**src/rtl/cmp_pipe.sv**
```systemverilog
// rtl/cmp_pipe.sv - pipelined branch-condition comparator with valid/ready handshake
module cmp_pipe #(
   parameter int WIDTH  = 32,
   parameter int STAGES = 2,
   parameter int TAG_W  = 4
) (
   input  logic             clk,
   input  logic             rst_n,
   input  logic             flush,
   input  logic             in_valid,
   output logic             in_ready,
   input  logic [WIDTH-1:0] in_a,
   input  logic [WIDTH-1:0] in_b,
   input  logic [2:0]       in_ctrl,
   input  logic [TAG_W-1:0] in_tag,
   output logic             out_valid,
   input  logic             out_ready,
   output logic             out_c,
   output logic             out_ill,
   output logic [TAG_W-1:0] out_tag
);

   // Returns {ill, c}; signed less-than is rebuilt from the unsigned result and the two signs.
   function automatic logic [1:0] resolve(input logic [2:0] ctrl, input logic eq, input logic ltu,
                                          input logic sign_a, input logic sign_b);
      logic lt;
      logic c;
      logic ill;
      lt  = (sign_a & ~sign_b) | (~(sign_a ^ sign_b) & ltu);
      c   = 1'b0;
      ill = 1'b0;
      case (ctrl)
         3'b001:  c = eq;
         3'b010:  c = ~eq;
         3'b011:  c = lt;
         3'b100:  c = ltu;
         3'b101:  c = ~lt;
         3'b110:  c = ~ltu;
         default: ill = 1'b1;
      endcase
      return {ill, c};
   endfunction

   logic             res_valid;
   logic             res_c;
   logic             res_ill;
   logic [TAG_W-1:0] res_tag;
   logic             res_advance;
   logic             nxt_valid;
   logic [1:0]       nxt_flags;
   logic [TAG_W-1:0] nxt_tag;

   assign res_advance = ~res_valid | out_ready;

   always_ff @(posedge clk or negedge rst_n) begin
      if (!rst_n) begin
         res_valid <= 1'b0;
         res_c     <= 1'b0;
         res_ill   <= 1'b0;
         res_tag   <= '0;
      end else if (flush) begin
         res_valid <= 1'b0;
      end else if (res_advance) begin
         res_valid <= nxt_valid;
         if (nxt_valid) begin
            {res_ill, res_c} <= nxt_flags;
            res_tag          <= nxt_tag;
         end
      end
   end

   assign out_valid = res_valid;
   assign out_c     = res_c;
   assign out_ill   = res_ill;
   assign out_tag   = res_tag;

   generate
      if (WIDTH < 2 || WIDTH % 2 != 0) begin : g_bad_width
         $error("cmp_pipe: WIDTH must be even and >= 2");
      end

      if (STAGES == 1) begin : g_one
         assign in_ready  = res_advance;
         assign nxt_valid = in_valid;
         assign nxt_flags = resolve(in_ctrl, in_a == in_b, in_a < in_b,
                                    in_a[WIDTH-1], in_b[WIDTH-1]);
         assign nxt_tag   = in_tag;
      end else if (STAGES == 2) begin : g_two
         localparam int HW = WIDTH / 2;

         logic             s1_valid;
         logic             s1_eq_hi;
         logic             s1_eq_lo;
         logic             s1_ltu_hi;
         logic             s1_ltu_lo;
         logic             s1_sign_a;
         logic             s1_sign_b;
         logic [2:0]       s1_ctrl;
         logic [TAG_W-1:0] s1_tag;
         logic             s1_advance;

         assign s1_advance = ~s1_valid | res_advance;
         assign in_ready   = s1_advance;

         always_ff @(posedge clk or negedge rst_n) begin
            if (!rst_n) begin
               s1_valid  <= 1'b0;
               s1_eq_hi  <= 1'b0;
               s1_eq_lo  <= 1'b0;
               s1_ltu_hi <= 1'b0;
               s1_ltu_lo <= 1'b0;
               s1_sign_a <= 1'b0;
               s1_sign_b <= 1'b0;
               s1_ctrl   <= '0;
               s1_tag    <= '0;
            end else if (flush) begin
               s1_valid <= 1'b0;
            end else if (s1_advance) begin
               s1_valid <= in_valid;
               if (in_valid) begin
                  s1_eq_hi  <= in_a[WIDTH-1:HW] == in_b[WIDTH-1:HW];
                  s1_eq_lo  <= in_a[HW-1:0] == in_b[HW-1:0];
                  s1_ltu_hi <= in_a[WIDTH-1:HW] < in_b[WIDTH-1:HW];
                  s1_ltu_lo <= in_a[HW-1:0] < in_b[HW-1:0];
                  s1_sign_a <= in_a[WIDTH-1];
                  s1_sign_b <= in_b[WIDTH-1];
                  s1_ctrl   <= in_ctrl;
                  s1_tag    <= in_tag;
               end
            end
         end

         // Merge the half compares: the high half decides unless it is equal.
         assign nxt_valid = s1_valid;
         assign nxt_flags = resolve(s1_ctrl, s1_eq_hi & s1_eq_lo,
                                    s1_ltu_hi | (s1_eq_hi & s1_ltu_lo),
                                    s1_sign_a, s1_sign_b);
         assign nxt_tag   = s1_tag;
      end else begin : g_bad_stages
         $error("cmp_pipe: STAGES must be 1 or 2");
         assign in_ready  = 1'b0;
         assign nxt_valid = 1'b0;
         assign nxt_flags = 2'b00;
         assign nxt_tag   = '0;
      end
   endgenerate

endmodule
```
**config.mk**
```make
export PLATFORM = sky130hd
export DESIGN_NAME = cmp_pipe
export DESIGN_NICKNAME = d
export VERILOG_FILES = /design/src/rtl/cmp_pipe.sv
export SDC_FILE = /design/constraint.sdc
export NUM_CORES = 1
export LEC_CHECK = 0
export CORE_MARGIN = 2
export CORE_UTILIZATION = 35
export DETAILED_ROUTE_END_ITERATION = 12
export GPL_TIMING_DRIVEN = 0
export PLACE_DENSITY = 0.77
export SYNTH_ARGS = -nofsm -noshare
export SYNTH_HDL_FRONTEND = slang
export SYNTH_SLANG_ARGS = --single-unit
```
**constraint.sdc**
```tcl
create_clock -name clk -period 1.9 [get_ports clk]
set_input_delay 0.19 -clock clk [delete_from_list [all_inputs] [get_ports clk]]
set_output_delay 0.19 -clock clk [all_outputs]
set_load 0.02 [all_outputs]
```
**Word-level counts from Yosys, hierarchy flattened**

Cells that the tools add are included.
W data, S select, Z words.

- Output and inout bits: 8
- Register bits: 21
- Bits of input ports: 76
- Word-level logic and storage cells: 51

- Eq/ne operators: 8
- Bitwise logic cells: 17
- Reduce and logical (&&, ||, !) cells: 5
- Order comparisons: 2
- Mux-type cells: 6

Operator list:

| cell | count |
|---|---|
| $eq A16 B16 Y1 | 2 |
| $lt A16 B16 Y1 | 2 |
| $eq A3 B3 Y1 const B | 3 |
| $not A1 Y1 | 8 |
| $eq A3 B2 Y1 const B | 2 |
| $pmux W1 S6 | 1 |
| $reduce_and A3 Y1 | 2 |
| $reduce_or A6 Y1 | 1 |
| $mux W1 | 5 |
| $and A1 B1 Y1 | 4 |
| $or A1 B1 Y1 | 4 |
| $reduce_bool A2 Y1 | 2 |
| $eq A3 B1 Y1 const B | 1 |
| $xor A1 B1 Y1 | 1 |

**Depth between registers and ports, before layout**

Gate-level depths: netlist of run 1.

- Depth in word-level cells: 6
- Mapped depth: 7
- Mapped depth without buffers: 7

**Least setup slack after synthesis of run 1**

Ideal clock, no wire load.

- Path type: register -> register
- Start point: register res_valid, in the netlist out_valid
- End point: register g_two.s1_ctrl[2]
- Slack: 268 ps
- Data required time: 1775 ps
- Library setup time: 125 ps
- Cell stages (with the launch flop): 6
- Path buffers: 1
- Period minus slack after synthesis: 1632 ps
- Arrival: 1507 ps
- Cells stage by stage: dfrtp_1 > nor2b_4 > nand2_1 > nand3b_2 > buf_6 > mux2_2

- Word-level cells in the longest chain between the ends: 4

Ends and longest elaborated chain:

| item | RTL line | RTL |
|---|---|---|
| start, declared | 44 | `logic res_valid;` |
| start signal, assigned | 64 | `res_valid <= nxt_valid;` |
| $not A1 Y1 | 53 | `assign res_advance = ~res_valid \| out_ready;` |
| $or A1 B1 Y1 | 53 |  |
| $or A1 B1 Y1 | 102 | `assign s1_advance = ~s1_valid \| res_advance;` |
| net in_ready | 11 | `output logic in_ready,` |
| $reduce_and A3 Y1 (no source line) | - |  |
| end signal, assigned | 127 | `s1_ctrl <= in_ctrl;` |
| end, declared | 98 | `logic [2:0] s1_ctrl;` |

The timed path passes the listed nets, and every way through them passes these cells.
A chain may end at the register's enable or synchronous reset.

**Worst setup path in the final report of run 1**

- Start point: input in_b[27]
- End point: register g_two.s1_ltu_hi

- Word-level cells in the longest chain between the ends: 1

Ends and longest elaborated chain:

| item | RTL line | RTL |
|---|---|---|
| start, declared | 13 | `input logic [WIDTH-1:0] in_b,` |
| $lt A16 B16 Y1 | 123 | `s1_ltu_hi <= in_a[WIDTH-1:HW] < in_b[WIDTH-1:HW];` |
| end signal, assigned | 123 |  |
| end, declared | 94 | `logic s1_ltu_hi;` |

No other way between the ends.

==> reports/metrics.yaml, run 1 <==
route:
  drt_wl_total_um: 3640
  drc: 0
  ant_nets: 0
  vias_per_cell: 4.82
  dr.pass1.iters: 4
  wl_per_cell_um: 11.4
  drt_iter0_drc: 76
  vias: 1539
global_routing:
  grt_util_met2_pct: 27.4
  grt_max_degree: 22
  grt-ovfl-total: 0
  antenna_found_initial: 0
  met1_usage_pct: 15.9
  grt.busiest_layer: "met2"
  grt_pass1_wl_um: 6280
  grtUsageTotal_pct: 14.4
  first_global_vias: 1596
  grt_util_met3_pct: 3.84
worst_setup_path:
  worstPathMaxFanout: 3
  worst-setup-path-type: "in2reg"
  crit_path_end_kind: "register"
  cp.required_ns: 2.05
  critPathLaunchType: "input port"
  arrival_ns: 1.94
  startpoint: "in_b[27]"
  r2r_start: "out_valid"
min_path:
  hold_class: "in2async"
synth:
  synth_top_area_cell: "dfrtp_1"
  synthAdderAreaFrac_pct: 24.6
  synth_top_family_by_area: "adder cells"
  avgSynthCellArea_um2: 9.44
  ys_ff_latch: 21
  synthArstFlopShare_pct: 100
  synth_top_area_share_pct: 31.3
  ys_seq_area_share_pct: 31.3
  synth_edf_count: 0
  synth_nets: 287
  syn_area_um2: 1680
  synth-simple-area-share_pct: 13.3
  synth.distinct_cells: 31
  synthXorXnorAreaFrac_pct: 0
  synth_compound_area_share_pct: 13.5
  muxShareOfSynthArea_pct: 8.71
  ys.warnings.count: 0
  synth_cells: 178
  ys_top_cells_by_count: "33 x ha_1, 33 x inv_1, 21 x dfrtp_1"
  synth_top_flop_cell: "dfrtp_1"
  synth_area_leaders: "dfrtp_1 31%, ha_1 25%, mux2_2 8.7%"
place:
  dp_worst_setup_slack_ns: -0.183
  hpwl_um: 3200
  numPortBuffers: 83
  place_congestion: 0.784
floorplan:
  start_util_pct: 36.1
  core_um2: 4660
  rows: 25
  dieWidth_um: 73.3
  num_io_pins: 84
  die_y_um: 73.3
  die_area_um2: 5370
clocking:
  clkSlewWorstSetupHoldPaths_ns: 0.07
  cts_tree: "done"
  cts_buffers: 3
  cts_max_level: 1
  cts_root_buf: "clkbuf_8"
  ctsLongestPathBuffers: 2
  clock_latency_ns: 0.26
  cts_setup_buffers: 0
  cts_sinks: 21
timing:
  post-route-period-util_pct: 94.1
  worst_pin_slew_ns: 0.907
  hold_slack_ns: 0.442
  hold_viol: 0
  setup_viol: 0
  relSlewSlack_pct: 39.4
  fin_worst_skew_ns: 0.00286
  max_freq_mhz: 559
  finalCriticalPeriod_ns: 1.79
  fin_ws_ns: 0.112
  slew_violations: 0
final_layout:
  antenna_cells: 0
  utilization_pct: 56.4
  syn2layout_area_growth_pct: 56.4
  drive_gt1_share_pct: 8.30
  fin_nets: 375
run_status:
  status: "complete, no violations"
power_and_ir_drop:
  p_total_mw: 1.42
  power_leakage_nw: 1.25
  ir_drop_mv: 0.386
  power_density_nw_per_um2: 541
job:
  cap_violations: 0
[area by class of cell]
class                           instances  area [um2]
Buffer                                  2        22.5
Clock buffer                            4        45.0
Fill cell                             436        2030
Inverter                               33         124
Multi-Input combinational cell        122        1010
Sequential cell                        21         526
Tap cell                               54        67.6
Timing Repair Buffer                   83         831
[sequential cells by signal, summed over array words and instances (netlist names)]
name and cells:
g_two.s1_tag 4, out_tag 4, g_two.s1_ctrl 3, g_two.s1_eq_hi 1
g_two.s1_eq_lo 1, g_two.s1_ltu_hi 1, g_two.s1_ltu_lo 1, g_two.s1_sign_a 1
g_two.s1_sign_b 1, g_two.s1_valid 1, out_c 1, out_ill 1
out_valid 1
[path summary, 6_finish.rpt]
kind	endpoint	slack, ns	cells past startpoint
setup / recovery	g_two.s1_ltu_hi	0.11	8
hold / removal	g_two.s1_ctrl[0]	0.44	1
setup reg to reg	g_two.s1_ctrl[2]	0.45	5
hold reg to reg	g_two.s1_ltu_hi	0.48	2
max in group asynchronous	g_two.s1_eq_lo	0.90	1
min in group clk	g_two.s1_ltu_hi	0.48	2
[worst max-delay path: stages]
cell             delay [ns]
clkdlybuf4s50_1        0.45
inv_1                  0.04
ha_1                   0.30
nand4_1                0.14
or4_4                  0.51
a21oi_1                0.13
or3_1                  0.11
o31ai_1                0.06
[what timing repair did]
item | 4_1_cts | 5_1_grt
endpoints found under the setup margin | 0 | 1
hold buffers | 0 | 0
gates resized for setup | 0 | 1
endpoints found under the hold margin | 0 | 0
[per-layer routing]
layer | routed length [um] | part of all wire [%] | up-vias
li1 | - | - | 800
met1 | 1490 | 41 | 677
met2 | 1840 | 50 | 60
met3 | 305 | 8.4 | 2
met4 | 6 | 0.16 | 0
met5 | 0 | 0 | -
[power breakdown]
part,total (mW),switching (mW),internal (mW)
Clock,0.286,0.137,0.149
Sequential,0.570,0.0480,0.522
Combinational,0.564,0.220,0.344
[cell usage in the layout (no fill, tap or decap), types with 2 or more instances in the layout]
cell,count
and3_1,2
inv_1,33
nand3_1,2
o211ai_1,2
mux2_2,13
nand4_1,7
dfrtp_1,21
o21ai_0,6
buf_6,2
nor2b_1,3
a21o_1,2
nor2_1,6
clkbuf_8,3
o31ai_1,3
a211oi_1,2
ha_1,33
clkdlybuf4s50_1,83
a21oi_1,13
nand2_1,13
[metrics by stage]
stage	area, um2	instances	setup TNS, ns
4_1_cts	2620	319	0
3_5_place_dp	2580	315	-0.331
2_1_floorplan	1680	178	0
6_report	2630	319	0
5_1_grt	2630	319	-0.0290
3_3_place_gp	2580	315	-0.298
[cells by family after synthesis]
kind of cell    after synthesis
simple gates                 41
compound gates               35
buf+inv                      35
fa+ha+maj                    33
flops                        21
mux                          13
Note: power is estimated with default switching activity, not from simulation.
==> run 2, diff against run 1 <==
Settings changed: SKIP_CTS_REPAIR_TIMING from default to 1.
==> results of run 2 <==
The final DEF is identical to that of run 1; final timing and power are the same.
==> run 3, diff against run 2 <==
==> constraint.sdc (replaced) <==
create_clock -name clk -period 1.9 [get_ports clk]
set_input_delay 0.285 -clock clk [delete_from_list [all_inputs] [get_ports clk]]
set_output_delay 0.285 -clock clk [all_outputs]
set_load 0.02 [all_outputs]
==> run 3 against run 2 <==
Against the previous run: first-iteration DRC count fell by 9.2%; global-route usage did not move; die area did not move; final cell count did not move; critical endpoint unchanged; largest cell class unchanged; highest routed layer unchanged.
==> reports/metrics.yaml, run 3 (synthesized netlist as in run 1, its figures left out) <==
floorplan:
  core_um2: 4660
  die_area_um2: 5370
  rows: 25
  start_util_pct: 36.1
  dieWidth_um: 73.3
  die_y_um: 73.3
  num_io_pins: 84
final_layout:
  syn2layout_area_growth_pct: 60.8
  layout_common_cells: "78 x clkdlybuf4s50_1, 30 x inv_1, 29 x ha_1"
  fin_nets: 375
  drive_gt1_share_pct: 12.1
  final_common_cell: "clkdlybuf4s50_1"
  finalInstanceArea_um2: 2700
  antenna_cells: 0
run_status:
  status: "complete, no violations"
route:
  drc: 0
  vias: 1557
  ant_nets: 0
  wl_per_cell_um: 11.9
  drt_iter0_drc: 69
  dr_wl_met2_um: 1990
  top_layer: "met4"
  vias_per_cell: 4.88
  wl_met1_um: 1490
  dr.pass1.iters: 4
  wl_met3_um: 315
  drt_wl_total_um: 3800
timing:
  fin_worst_skew_ns: 0.00314
  relSlewSlack_pct: 39.3
  worst_pin_slew_ns: 0.908
  slew_violations: 0
  setup_viol: 0
  hold_viol: 0
  post-route-period-util_pct: 96.9
  finalCriticalPeriod_ns: 1.84
  max_freq_mhz: 543
  setup_tns_ns: 0
global_routing:
  grt_max_degree: 22
  grt_pass1_wl_um: 6280
  antenna_found_initial: 0
  first_global_vias: 1596
  grtUsageTotal_pct: 14.4
  grt-ovfl-total: 0
clocking:
  cts_buffers: 3
  cts_tree: "done"
  cts_root_buf: "clkbuf_8"
  ctsLongestPathBuffers: 2
  clock_latency_ns: 0.26
  clkSlewWorstSetupHoldPaths_ns: 0.07
  cts_sinks: 21
  cts_max_level: 1
worst_setup_path:
  startpoint: "in_a[25]"
  crit_path_end_kind: "register"
  critPathLaunchType: "input port"
  worstPathMaxFanout: 2
  worst-setup-path-type: "in2reg"
  cp.required_ns: 2.05
  arrival_ns: 1.99
  r2r_start: "out_valid"
power_and_ir_drop:
  p_total_mw: 1.44
  ir_drop_mv: 0.387
  power_leakage_nw: 1.30
  power_density_nw_per_um2: 532
min_path:
  min-delay-start: "g_two.s1_eq_lo"
  hold_class: "reg2reg"
place:
  place_congestion: 0.784
  numPortBuffers: 83
  hpwl_um: 3200
  place_area_um2: 2580
job:
  cap_violations: 0
-- run 3: power by group --
| group | internal (mW) | switching, mW |
|---|---|---|
| Clock | 0.149 | 0.137 |
| Sequential | 0.522 | 0.0477 |
| Combinational | 0.352 | 0.229 |
-- run 3: layout make-up --
type,count,area (um2)
Clock buffer,4,45.0
Multi-Input combinational cell,122,1070
Fill cell,426,1960
Buffer,2,22.5
Inverter,33,124
Timing Repair Buffer,83,843
Tap cell,54,67.6
Sequential cell,21,526
-- run 3: worst paths after layout --
| kind | endpoint | depth (start not counted) | slack, ns |
|---|---|---|---|
| setup / recovery | g_two.s1_ltu_hi | 7 | 0.06 |
| hold / removal | g_two.s1_eq_lo | 2 | 0.49 |
| setup reg to reg | g_two.s1_ctrl[2] | 5 | 0.44 |
| hold reg to reg | g_two.s1_eq_lo | 2 | 0.49 |
| max in group asynchronous | g_two.s1_eq_lo | 1 | 0.81 |
| min in group asynchronous | g_two.s1_ctrl[0] | 1 | 0.54 |
-- run 3: critical path, stage by stage --
cell	delay, ns
clkdlybuf4s50_1	0.45
ha_4	0.28
nand4_1	0.12
or4_4	0.55
a21oi_2	0.11
or3_1	0.13
o31ai_2	0.06
-- run 3: routing by layer --
layer  GRT usage [%]  vias up
met1            15.9      695
li1                -      800
met5               0        -
met4            3.03        0
met2            27.4       60
met3            3.84        2
-- run 3: through the flow --
stage               setup slack, ns  hold WS [ns]  util (%)  std cells
floorplan                     0.268       -0.0106         -        178
global placement             -0.269         0.465      55.3        315
detailed placement           -0.278         0.476      55.3        315
CTS                        -0.00445         0.493      56.3        319
global route                -0.0187         0.517      58.0        319
finish                       0.0592         0.491      58.0        319
